### src/rtl/pc_next_pkg.sv
// Shared constants and the next-PC source encoding for the PC-next unit.
package pc_next_pkg;

    localparam int ADDR_W       = 32;
    localparam int INSN_INDEX_W = 26;

    typedef enum logic [2:0] {
        NPC_HOLD,
        NPC_RET,
        NPC_JMP,
        NPC_BR,
        NPC_SEQ
    } npc_sel_t;

endpackage

### src/rtl/ras_stack.sv
// Circular return-address stack with sticky overflow/underflow flags.
// With PC_NEXT_RAS_CHECK_EN defined it also keeps a sticky predicted-return mismatch flag.
module ras_stack #(
    parameter  int RAS_DEPTH = 4,
    parameter  int DATA_W    = pc_next_pkg::ADDR_W,
    localparam int PTR_W     = $clog2(RAS_DEPTH)
) (
    input  logic              clk,
    input  logic              rstn,
    input  logic              push,
    input  logic              pop,
    input  logic [DATA_W-1:0] push_data,
`ifdef PC_NEXT_RAS_CHECK_EN
    input  logic              mismatch_set,
    output logic              mismatch,
`endif
    output logic [DATA_W-1:0] top,
    output logic [PTR_W:0]    count,
    output logic              overflow,
    output logic              underflow
);

    localparam logic [PTR_W:0] FULL = (PTR_W+1)'(RAS_DEPTH);

    logic [DATA_W-1:0] mem_q [RAS_DEPTH];
    logic [PTR_W-1:0]  wp_q, wp_d;
    logic [PTR_W:0]    count_q, count_d;
    logic              overflow_q, overflow_d;
    logic              underflow_q, underflow_d;
    logic [PTR_W-1:0]  top_idx;
    logic [PTR_W-1:0]  wr_idx;
    logic              wr_en;
`ifdef PC_NEXT_RAS_CHECK_EN
    logic              mismatch_q, mismatch_d;
`endif

    assign top_idx = wp_q - PTR_W'(1);

    always_comb begin
        // NOTE: every output of this block gets a default first, so no path leaves one unassigned and infers a latch.
        wp_d        = wp_q;
        count_d     = count_q;
        overflow_d  = overflow_q;
        underflow_d = underflow_q;
        wr_en       = 1'b0;
        wr_idx      = wp_q;
`ifdef PC_NEXT_RAS_CHECK_EN
        mismatch_d  = mismatch_q | mismatch_set;
`endif

        if (push && pop) begin
            // Call and return together replace the top; on an empty stack it degenerates to a push.
            wr_en = 1'b1;
            if (count_q == '0) begin
                wp_d    = wp_q + PTR_W'(1);
                count_d = (PTR_W+1)'(1);
            end else begin
                wr_idx = top_idx;
            end
        end else if (push) begin
            wr_en = 1'b1;
            wp_d  = wp_q + PTR_W'(1);
            if (count_q == FULL) overflow_d = 1'b1;
            else                 count_d    = count_q + (PTR_W+1)'(1);
        end else if (pop) begin
            if (count_q == '0) begin
                underflow_d = 1'b1;
            end else begin
                wp_d    = top_idx;
                count_d = count_q - (PTR_W+1)'(1);
            end
        end

        if (!rstn) begin
            wp_d        = '0;
            count_d     = '0;
            overflow_d  = 1'b0;
            underflow_d = 1'b0;
`ifdef PC_NEXT_RAS_CHECK_EN
            mismatch_d  = 1'b0;
`endif
        end
    end

    // NOTE: state registers use non-blocking assignments so every flop samples the pre-edge values.
    always_ff @(posedge clk) begin
        wp_q        <= wp_d;
        count_q     <= count_d;
        overflow_q  <= overflow_d;
        underflow_q <= underflow_d;
`ifdef PC_NEXT_RAS_CHECK_EN
        mismatch_q  <= mismatch_d;
`endif
    end

    // NOTE: the entry storage is deliberately not reset; count gates every read, so stale contents are harmless.
    always_ff @(posedge clk) begin
        if (wr_en) mem_q[wr_idx] <= push_data;
    end

    assign top       = mem_q[top_idx];
    assign count     = count_q;
    assign overflow  = overflow_q;
    assign underflow = underflow_q;
`ifdef PC_NEXT_RAS_CHECK_EN
    assign mismatch  = mismatch_q;
`endif

endmodule

### src/rtl/pc_next_unit.sv
// Combinational next-PC selection (hold/return/jump/branch/sequential) with a return-address stack.
// Optional macro PC_NEXT_RAS_CHECK_EN adds return-target verification and the ras_mismatch output.
module pc_next_unit #(
    parameter  int ADDR_W    = pc_next_pkg::ADDR_W,
    parameter  int RAS_DEPTH = 4,
    localparam int PTR_W     = $clog2(RAS_DEPTH)
) (
    input  logic                                 clk,
    input  logic                                 rstn,
    input  logic [ADDR_W-1:0]                    pc_addr,
    input  logic                                 stall,
    input  logic                                 branch_taken,
    input  logic [ADDR_W-1:0]                    branch_offset,
    input  logic                                 jump,
    input  logic                                 call,
    input  logic                                 ret,
    input  logic [pc_next_pkg::INSN_INDEX_W-1:0] jump_index,
    input  logic [ADDR_W-1:0]                    jr_target,
    output logic [ADDR_W-1:0]                    pc_result,
`ifdef PC_NEXT_RAS_CHECK_EN
    output logic                                 ras_mismatch,
`endif
    output logic [PTR_W:0]                       ras_count,
    output logic                                 ras_overflow,
    output logic                                 ras_underflow
);

    import pc_next_pkg::*;

    npc_sel_t          sel;
    logic [ADDR_W-1:0] pc_plus4;
    logic [ADDR_W-1:0] br_target;
    logic [ADDR_W-1:0] jmp_target;
    logic [ADDR_W-1:0] ras_top;
    logic [ADDR_W-1:0] ret_target;
    logic [ADDR_W-1:0] pc_raw;
    logic              ras_valid;
    logic              ras_hit;

    assign pc_plus4   = pc_addr + ADDR_W'(4);
    assign br_target  = pc_plus4 + (branch_offset << 2);
    assign jmp_target = {pc_plus4[ADDR_W-1:INSN_INDEX_W+2], jump_index, 2'b00};
    assign ras_valid  = (ras_count != '0);

`ifdef PC_NEXT_RAS_CHECK_EN
    // A mispredicted return falls back to the register value, which is architecturally correct.
    assign ras_hit = ras_valid && (ras_top == jr_target);
`else
    assign ras_hit = ras_valid;
`endif
    assign ret_target = ras_hit ? ras_top : jr_target;

    always_comb begin
        sel = NPC_SEQ;
        if (stall)                  sel = NPC_HOLD;
        else if (ret)               sel = NPC_RET;
        else if (jump || call)      sel = NPC_JMP;
        else if (branch_taken)      sel = NPC_BR;
    end

    always_comb begin
        pc_raw = pc_plus4;
        unique case (sel)
            NPC_HOLD: pc_raw = pc_addr;
            NPC_RET:  pc_raw = ret_target;
            NPC_JMP:  pc_raw = jmp_target;
            NPC_BR:   pc_raw = br_target;
            default:  pc_raw = pc_plus4;
        endcase
    end

    assign pc_result = {pc_raw[ADDR_W-1:2], 2'b00};

    ras_stack #(
        .RAS_DEPTH (RAS_DEPTH),
        .DATA_W    (ADDR_W)
    ) u_ras (
        .clk          (clk),
        .rstn         (rstn),
        .push         (call && !stall),
        .pop          (ret && !stall),
        .push_data    (pc_plus4),
`ifdef PC_NEXT_RAS_CHECK_EN
        .mismatch_set (ret && !stall && ras_valid && (ras_top != jr_target)),
        .mismatch     (ras_mismatch),
`endif
        .top          (ras_top),
        .count        (ras_count),
        .overflow     (ras_overflow),
        .underflow    (ras_underflow)
    );

endmodule

### config.mk
export PLATFORM = sky130hd
export DESIGN_NAME = pc_next_unit
export DESIGN_NICKNAME = d
export VERILOG_FILES = /design/src/rtl/pc_next_pkg.sv /design/src/rtl/ras_stack.sv /design/src/rtl/pc_next_unit.sv
export SDC_FILE = /design/constraint.sdc
export NUM_CORES = 1
export LEC_CHECK = 0
export BUFFER_PORTS_ARGS = -buffer_cell sky130_fd_sc_hd__buf_2
export CAP_MARGIN = 25
export CORE_ASPECT_RATIO = 0.7
export CORE_MARGIN = 4
export CORE_UTILIZATION = 42
export CTS_CLUSTER_DIAMETER = 120
export DETAILED_ROUTE_END_ITERATION = 7
export PLACE_DENSITY = 0.65
export SETUP_SLACK_MARGIN = 0.5
export SLEW_MARGIN = 20
export SYNTH_ARGS = -nofsm -noshare
export SYNTH_HDL_FRONTEND = slang
export SYNTH_SLANG_ARGS = --single-unit
### constraint.sdc
create_clock -name clk -period 7.9 [get_ports clk]
set_clock_uncertainty 0.05 [all_clocks]
set_input_delay 0 -clock clk [delete_from_list [all_inputs] [get_ports clk]]
set_output_delay 0 -clock clk [all_outputs]
set_load 0.03 [all_outputs]
==> flow_summary.ini, run 1 <==
[run_status]
status = complete, no violations

[clocking]
cts_root_buf = clkbuf_16
clk_pin_slew_ns = 0.06
cts.repair.resized = 0
cts_buffers = 17
tritoncts = yes
clock_sinks = 127
clkLatencyLatePin_ns = 0.42
clk_path_buf_depth = 2
htreeDepth = 4
postCtsSetupBuffers = 0

[power]
p_int_mw = 1.57
power.share.clock_pct = 40.5
power_leakage_nw = 3.80
vdd_drop_max_mv = 0.158
share_comb_of_total_power_pct = 24.2
seqPwrFrac_pct = 35.3
powerDensity_nw_per_um2 = 222
swShare_pct = 29.3
p_switching_uw = 652

[place]
gp_congestion = 0.928
placed_area_um2 = 9330
hpwl_mm = 18.3
io_buffers = 157
preCtsSetupSlack_ns = 3.51
placedCellCount = 1123

[synth]
synth_top_area_share_pct = 43.6
synth_edf_count = 120
yosysWarnings = 0
synth_area_leader_cell = edfxtp_1
ys.flop_type = edfxtp_1
seq_area_frac_synth_pct = 45.3
syn_area_per_cell_um2 = 11.3
synthTopCellsByArea = edfxtp_1 44%, mux4_2 8.2%, ha_1 5.1%
synth.most_common_cell = edfxtp_1
synth.distinct_cells = 68
syn_inst = 729
async_reset_ff_share_pct = 0
synth_seq_cells = 127
synthesis.area_um2 = 8260
ys_top_cells_by_count = 120 x edfxtp_1, 59 x a21oi_1, 50 x nor2_1, 47 x o21ai_0, 42 x nand2_1

[finish]
final_area_um2 = 10000
finalNonFillerCells = 1158
diodes = 0
layout-area-overhead-vs-synth_pct = 21.3
drive_gt1_share_pct = 29.5
fin_nets = 1046

[global_route]
grt.met1_usage_pct = 35.5
grt_use_total_pct = 24.1
met2_usage_pct = 35.8
antenna_found_initial = 1
grt_pass1_vias = 6775
grt_max_degree = 38
met3_usage_pct = 5.97
grt-busiest-layer = met2
grt_pass1_wl_mm = 40.3
global_route.overflow_total = 0

[routing]
wl_per_cell_um = 22.8
drc = 0
via_count = 6925
avgViaCountPerCell = 5.98
wl_mm = 26.4
drt-initial-drc-count = 777
dr.pass1.iters = 6
ant_nets = 0

[worst_setup_path]
critPathKind = in2out
endpoint_kind = output port
cp_max_fo = 7
arrival_ns = 4.99
required_ns = 7.85
cp-start-kind = input port

[timing]
final.setup.tns_ns = 0
clock.fmax_mhz = 198
layout_setup_ws_ns = 2.86
tightest_slew_ns = 0.894
rsz0062_at_grt = false
relSlewSlack_pct = 40.2
hold_viol = 0
fin_hold_ws_ns = 0.0229
fin_crit_ns = 5.04
post-route-period-util_pct = 63.8
slew_violations = 0
final-setup-viol-count = 0

[floorplan]
die_height_um = 125
die_w_um = 176
fp-row-count = 42
core_um2 = 19100
io-pin-count = 166
initial_core_util_pct = 43.2
die_area_um2 = 22000

[min_path]
hp-class = in2reg

[flow_run]
max-cap-violations = 0
[sequential cells by signal (all words and copies together), names as in the netlist]
register / flops
u_ras.wp_q: 2
u_ras.overflow: 1
u_ras.mem_q: 120
u_ras.underflow: 1
u_ras.count: 3
[power groups by stage]
stage                     registers (mW)  logic [mW]  clock network [mW]
after floorplan                    0.793       0.367                   0
after global placement             0.798       0.526                   0
after detailed placement           0.799       0.529                   0
after CTS                          0.785       0.535               0.906
after global routing               0.788       0.583               0.947
final                              0.784       0.539               0.900
[metrics by stage]
step	power, mW	util, %
2_1_floorplan	1.16	-
3_3_place_gp	1.32	48.8
3_5_place_dp	1.33	48.8
4_1_cts	2.23	52.4
5_1_grt	2.32	52.4
6_report	2.22	52.4
[per-layer routing]
metal | up-vias | routed length, um
met1 | 3370 | 11600
met5 | - | 20
met3 | 40 | 2680
met4 | 2 | 401
met2 | 365 | 11700
li1 | 3148 | -
[cells by family after synthesis]
group / Yosys count / synth area share, %
other: 1 / 0.0454
XOR/XNOR: 56 / 5.93
AND/OR/NAND/NOR: 182 / 11.6
adder cells (fa/ha/maj): 36 / 5.63
flip-flops: 127 / 45.3
AO/OA/AOI/OAI: 208 / 16.4
buffers and inverters: 57 / 2.94
multiplexers: 62 / 12.2
[area by class of cell]
class	instances	area (um2)
clock buffers	19	433
inverters	17	63.8
multi-input cells	546	4320
fillers	1727	9100
flip-flops and latches	127	3740
repair buffers	172	906
clock inverters	13	234
well taps	264	330
[worst paths after layout]
check | to | depth (start not counted) | start | slack (ns)
setup / recovery | pc_result[31] | 18 | pc_addr[2] | 2.86
hold / removal | u_ras.count[1] | 4 | call | 0.02
setup reg to reg | u_ras.mem_q[0][4] | 7 | u_ras.count[0] | 4.47
hold reg to reg | u_ras.underflow | 1 | u_ras.underflow | 0.41
[worst max-delay path, stage by stage]
cell and delay, ns:
dlygate4sd3_1 0.52, buf_2 0.16, ha_1 0.19, nand3_1 0.19, nor3_2 0.49, and2_1 0.36
nand3_1 0.14, xnor2_1 0.52, ha_1 0.43, a21o_1 0.19, a21o_1 0.18, a21oi_1 0.28
o2111ai_1 0.17, a22oi_1 0.20, xnor2_1 0.19, mux2_1 0.35, o21ai_1 0.16, buf_2 0.24
[timing repair]
action                                 CTS  global route
hold buffers                             3             0
endpoints found under the hold margin   15             0
setup endpoints to repair                0             0
[placed cells by master (no fill, tap or decap), drive strengths merged, types with 6 or more instances in the layout]
cell | netlist | routed
and3 | 11 | 11
edfxtp | 120 | 120
bufinv | 0 | 6
nand4 | 10 | 10
xor2 | 22 | 22
nor2 | 50 | 50
o211ai | 7 | 7
nor3 | 15 | 15
mux4 | 30 | 30
a211oi | 8 | 8
a22oi | 6 | 6
a21oi | 59 | 59
a21o | 14 | 14
xnor2 | 34 | 34
o21ai | 59 | 59
buf | 15 | 169
clkbuf | 25 | 19
mux2i | 24 | 24
nand2 | 42 | 42
ha | 34 | 34
a222oi | 8 | 8
nand3 | 24 | 24
inv | 17 | 20
mux2 | 8 | 8
a221oi | 15 | 15
nand2b | 6 | 6
dfxtp | 7 | 7
(Power assumes the default switching activity.)
==> inputs of run 2 (changes only) <==
--- a/config.mk
+++ b/config.mk
@@ -12,7 +12,7 @@
 export CORE_UTILIZATION = 42
 export CTS_CLUSTER_DIAMETER = 120
 export DETAILED_ROUTE_END_ITERATION = 7
-export PLACE_DENSITY = 0.65
+export PLACE_DENSITY = 0.67
 export SETUP_SLACK_MARGIN = 0.5
 export SLEW_MARGIN = 20
 export SYNTH_ARGS = -nofsm -noshare
==> constraint.sdc (replaced) <==
create_clock -name clk -period 4.1 [get_ports clk]
set_clock_uncertainty 0.05 [all_clocks]
set_input_delay 0 -clock clk [delete_from_list [all_inputs] [get_ports clk]]
set_output_delay 0 -clock clk [all_outputs]
set_load 0.03 [all_outputs]
==> flow_summary.ini, run 2 (synthesized netlist as in run 1, its figures left out) <==
[run_status]
status = complete, no violations

[timing]
clock.fmax_mhz = 286
final-setup-viol-count = 0
layout_setup_ws_ns = 0.598
relSlewSlack_pct = 41.9
final.setup.tns_ns = 0
post-route-period-util_pct = 85.4
tightest_slew_ns = 0.871
hold_viol = 0
rsz0062_at_grt = true
fin_crit_ns = 3.50
slew_violations = 0

[power]
vdd_drop_max_mv = 0.301
power_leakage_nw = 4.12
powerDensity_nw_per_um2 = 403

[global_route]
grt_max_degree = 38
antenna_found_initial = 0
grt_use_total_pct = 24.0
grt_pass1_vias = 6776
global_route.overflow_total = 0
grt_pass1_wl_mm = 40.1

[min_path]
min_path_cells = 3
min_from = pc_addr[25]
hold_path_end = u_ras.mem_q[2][25]
hp-class = in2reg

[place]
preCtsSetupSlack_ns = 0.319
io_buffers = 157
gp_congestion = 0.977
placedCellCount = 1159
hpwl_mm = 19.7

[worst_setup_path]
critPathKind = in2out
reg2reg_slack_ns = 1.40
rr_worst_depth = 5
r2r-end = u_ras.mem_q[1][20]
slowest_stage = a211oi_4
cp_max_fo = 6
cp_top_family = compound AO/OA/AOI/OAI gates
arrival_ns = 3.45
endpoint_kind = output port
cp_num_buf_inv = 3
critPathMaxStageDelay_ns = 0.38
required_ns = 4.05
cp_cell_sequence = buf_2 -> ha_4 -> nand3_4 -> nor3_4 -> buf_6 -> nand4_1 -> xnor2_2 -> ha_1 -> a21oi_2 -> nand2_2 -> a211oi_4 -> nor3_4 -> a22oi_2 -> xnor2_2 -> mux2_4 -> o21ai_2 -> buf_6
cp-start-kind = input port
r2r_start = u_ras.count[1]

[clocking]
cts_root_buf = clkbuf_16
tritoncts = yes
cts_buffers = 17
clock_sinks = 127
htreeDepth = 4
clk_pin_slew_ns = 0.06
clk_path_buf_depth = 2
clkLatencyLatePin_ns = 0.42

[floorplan]
die_w_um = 176
io-pin-count = 166
core_um2 = 19100
fp-row-count = 42
die_height_um = 125
initial_core_util_pct = 43.2
die_area_um2 = 22000

[finish]
drive_gt1_share_pct = 36.2
diodes = 0
final_common_cell = buf_2
mostFrequentLayoutCells = 153 x buf_2, 120 x edfxtp_1, 53 x buf_4, 52 x a21oi_1, 48 x nor2_1
register_area_um2 = 3740
fin_nets = 1091
finalNonFillerCells = 1203
fill_cells = 1653
largest_reg_flops = 120
top_register = u_ras.mem_q
multi_input_area_um2 = 4600
layout-area-overhead-vs-synth_pct = 29.3

[routing]
wl_mm = 27.1
dr.pass1.iters = 5
avgViaCountPerCell = 5.89
drt-initial-drc-count = 949
ant_nets = 0
drc = 0
via_count = 7086
wl_per_cell_um = 22.5

[flow_run]
max-cap-violations = 0
[run 2: changes by cell type in the layout (fill, tap and decap cells not counted), sizes merged]
cell         before  now
buf             169  210
bufinv            6    5
clkbuf           19   18
clkinv            2    4
dlygate4sd3       3    7
[run 2: cell type report]
type | count | area share (%)
clock inverters | 14 | 1.99
inverters | 17 | 0.597
well taps | 264 | 3.09
flip-flops and latches | 127 | 35.0
multi-input cells | 546 | 43.1
repair buffers | 217 | 12.2
clock buffers | 18 | 4.02
[run 2: timing repair]
action,4_1_cts,5_1_grt
hold buffers,6,1
resized for setup,5,51
endpoints found under the setup margin,5,16
buffers inserted,0,4
endpoints found under the hold margin,25,4
pin swaps,0,19
[run 2: layer usage]
metal | GRT usage (%) | part of all wire (%)
met5 | 0 | 0
met1 | 35.7 | 43
met3 | 6.46 | 12
met4 | 5.04 | 1.2
met2 | 35.5 | 44
[run 2: power breakdown]
part | internal [mW] | leakage [nW] | switching (mW) | total, mW
Clock | 1.08 | 0.306 | 0.590 | 1.67
Combinational | 0.462 | 2.67 | 0.663 | 1.12
Sequential | 1.48 | 1.15 | 0.0387 | 1.52
[run 2: worst max-delay path by stage]
stage	start	end	slack, ns	depth (start not counted)
after floorplan	pc_addr[2]	pc_result[29]	0.56	14
after global placement	pc_addr[2]	pc_result[31]	0.33	17
after detailed placement	pc_addr[2]	pc_result[31]	0.32	17
after CTS	pc_addr[2]	pc_result[31]	0.44	17
after global routing	pc_addr[2]	pc_result[31]	0.44	17
final	pc_addr[2]	pc_result[31]	0.60	17
[run 2: worst min-delay path, cell delays in order]
cell and delay (ns):
buf_2 0.11, xnor2_1 0.13, buf_4 0.14
[run 2: metrics by stage]
step                total power, mW  area [um2]  utilization (%)  hold slack (ns)
floorplan                      2.24        8270                -           0.0677
global placement               2.58        9610             50.3            0.169
detailed placement             2.59        9610             50.3            0.172
CTS                            4.26       10400             54.1          0.00162
global route                   4.48       10700             55.9          0.00965
finish                         4.31       10700             55.9           0.0180
==> inputs of run 3 (changes only) <==
--- a/config.mk
+++ b/config.mk
@@ -12,7 +12,8 @@
 export CORE_UTILIZATION = 42
 export CTS_CLUSTER_DIAMETER = 120
 export DETAILED_ROUTE_END_ITERATION = 7
-export PLACE_DENSITY = 0.67
+export HOLD_SLACK_MARGIN = 0.15
+export PLACE_DENSITY = 0.64
 export SETUP_SLACK_MARGIN = 0.5
 export SLEW_MARGIN = 20
 export SYNTH_ARGS = -nofsm -noshare
==> constraint.sdc (replaced) <==
create_clock -name clk -period 4.1 [get_ports clk]
set_clock_uncertainty 0.05 [all_clocks]
set_input_delay 0 -clock clk [delete_from_list [all_inputs] [get_ports clk]]
set_output_delay 0 -clock clk [all_outputs]
set_load 0.05 [all_outputs]
==> flow_summary.ini, run 3 (synthesized netlist as in run 1, its figures left out) <==
[clocking]
cts_root_buf = clkbuf_16
htreeDepth = 4
clock_sinks = 127
clk_path_buf_depth = 2
clkLatencyLatePin_ns = 0.43
clk_pin_slew_ns = 0.06
tritoncts = yes
cts_buffers = 17

[routing]
wl_mm = 27.9
via_count = 7303
wl_per_cell_um = 22.9
ant_nets = 0
drt-initial-drc-count = 896
drc = 0
avgViaCountPerCell = 6.00
dr.pass1.iters = 5

[power]
powerDensity_nw_per_um2 = 391
vdd_drop_max_mv = 0.252
power_leakage_nw = 4.13
p_total_mw = 4.19

[min_path]
hp-class = in2reg

[global_route]
antenna_found_initial = 0
grt.met1_usage_pct = 38.2
grt-busiest-layer = met1
met2_usage_pct = 35.3
grt_use_total_pct = 24.6
met3_usage_pct = 4.86
grt_max_degree = 38
grt_pass1_wl_mm = 41.2
grt_pass1_vias = 6863
global_route.overflow_total = 0

[timing]
tightest_slew_ns = 0.967
fin_crit_ns = 3.54
final.setup.tns_ns = 0
fin_hold_ws_ns = 0.151
rsz0062_at_grt = true
slew_violations = 0
relSlewSlack_pct = 35.5
post-route-period-util_pct = 86.2
clock.fmax_mhz = 283
final-setup-viol-count = 0
hold_viol = 0

[finish]
layout-area-overhead-vs-synth_pct = 29.6
largest_reg_flops = 120
fin_nets = 1105
drive_gt1_share_pct = 34.0
top_register = u_ras.mem_q
mostFrequentLayoutCells = 150 x buf_2, 120 x edfxtp_1, 52 x a21oi_1, 48 x nor2_1, 46 x o21ai_0
final_common_cell = buf_2
fill_cells = 1648
diodes = 0

[worst_setup_path]
slowest_stage = dlygate4sd3_1
endpoint_kind = output port
cp-start-kind = input port
critPathMaxStageDelay_ns = 0.66
critPathKind = in2out
arrival_ns = 3.49
required_ns = 4.05
cp_max_fo = 6
cp_cell_sequence = buf_2 -> dlygate4sd3_1 -> nand2_1 -> xnor2_1 -> ha_1 -> a21oi_1 -> o22ai_4 -> o31ai_4 -> nor3_2 -> a22oi_1 -> xnor2_1 -> mux2_1 -> o21ai_2 -> buf_4
cp_common_cell = xnor2_1

[run_status]
status = complete, no violations

[floorplan]
die_w_um = 176
die_height_um = 125
fp-row-count = 42
initial_core_util_pct = 43.2
core_um2 = 19100
io-pin-count = 166
die_area_um2 = 22000

[place]
gp_congestion = 0.935
hpwl_mm = 19.2
io_buffers = 157

[flow_run]
max-cap-violations = 0
==> run 3: layout make-up <==
cell class | instances | area [um2] | share of cell area [%]
Clock buffer | 17 | 425 | 3.97
Clock inverter | 15 | 143 | 1.33
Inverter | 17 | 63.8 | 0.596
Multi-Input combinational cell | 546 | 4540 | 42.4
Sequential cell | 127 | 3740 | 35.0
Tap cell | 264 | 330 | 3.08
Timing Repair Buffer | 231 | 1460 | 13.6
==> run 3: final timing paths <==
path         slack [ns]            endpoint  cells after the start            start
min                0.15  u_ras.mem_q[1][16]                      4      pc_addr[15]
max reg2reg        1.24  u_ras.mem_q[1][16]                      5   u_ras.count[0]
min reg2reg        0.42     u_ras.underflow                      1  u_ras.underflow
max                0.56       pc_result[31]                     14       pc_addr[7]
==> run 3: critical path: cells and delay by family <==
kind                       cells  cell delay (ns)
AOI/OAI and AO/OA              5             1.16
buffers and inverters          3             1.02
xor gates and xnor gates       2             0.39
muxes                          1             0.35
adders and majority gates      1             0.34
and+or+nand+nor                2             0.20
==> run 3: per-stage QoR <==
step | utilization (%) | cells | setup WS [ns] | area (um2)
2_1_floorplan | - | 730 | 0.544 | 8290
3_3_place_gp | 49.9 | 1149 | 0.358 | 9550
5_1_grt | 56.0 | 1217 | 0.402 | 10700
3_5_place_dp | 49.9 | 1149 | 0.326 | 9550
6_report | 56.0 | 1217 | 0.564 | 10700
4_1_cts | 55.0 | 1217 | 0.471 | 10500
==> run 3: power breakdown <==
group	internal (mW)	switching, mW
clock	0.804	0.665
combinational	0.465	0.736
sequential	1.48	0.0390
total	2.75	1.44
==> run 3: timing repair <==
item                       CTS  global route
setup endpoints to repair    6            14
pin swaps                    2             4
gates resized for setup     11            34
hold buffers                35             0
hold endpoints to repair   127             0
buffers inserted             1             0
==> run 3: routing by layer <==
layer / wire length (um) / vias to the layer above
met4: 433 / 0
met5: 0 / -
met3: 2470 / 38
met2: 12100 / 390
li1: - / 3272
met1: 12900 / 3603
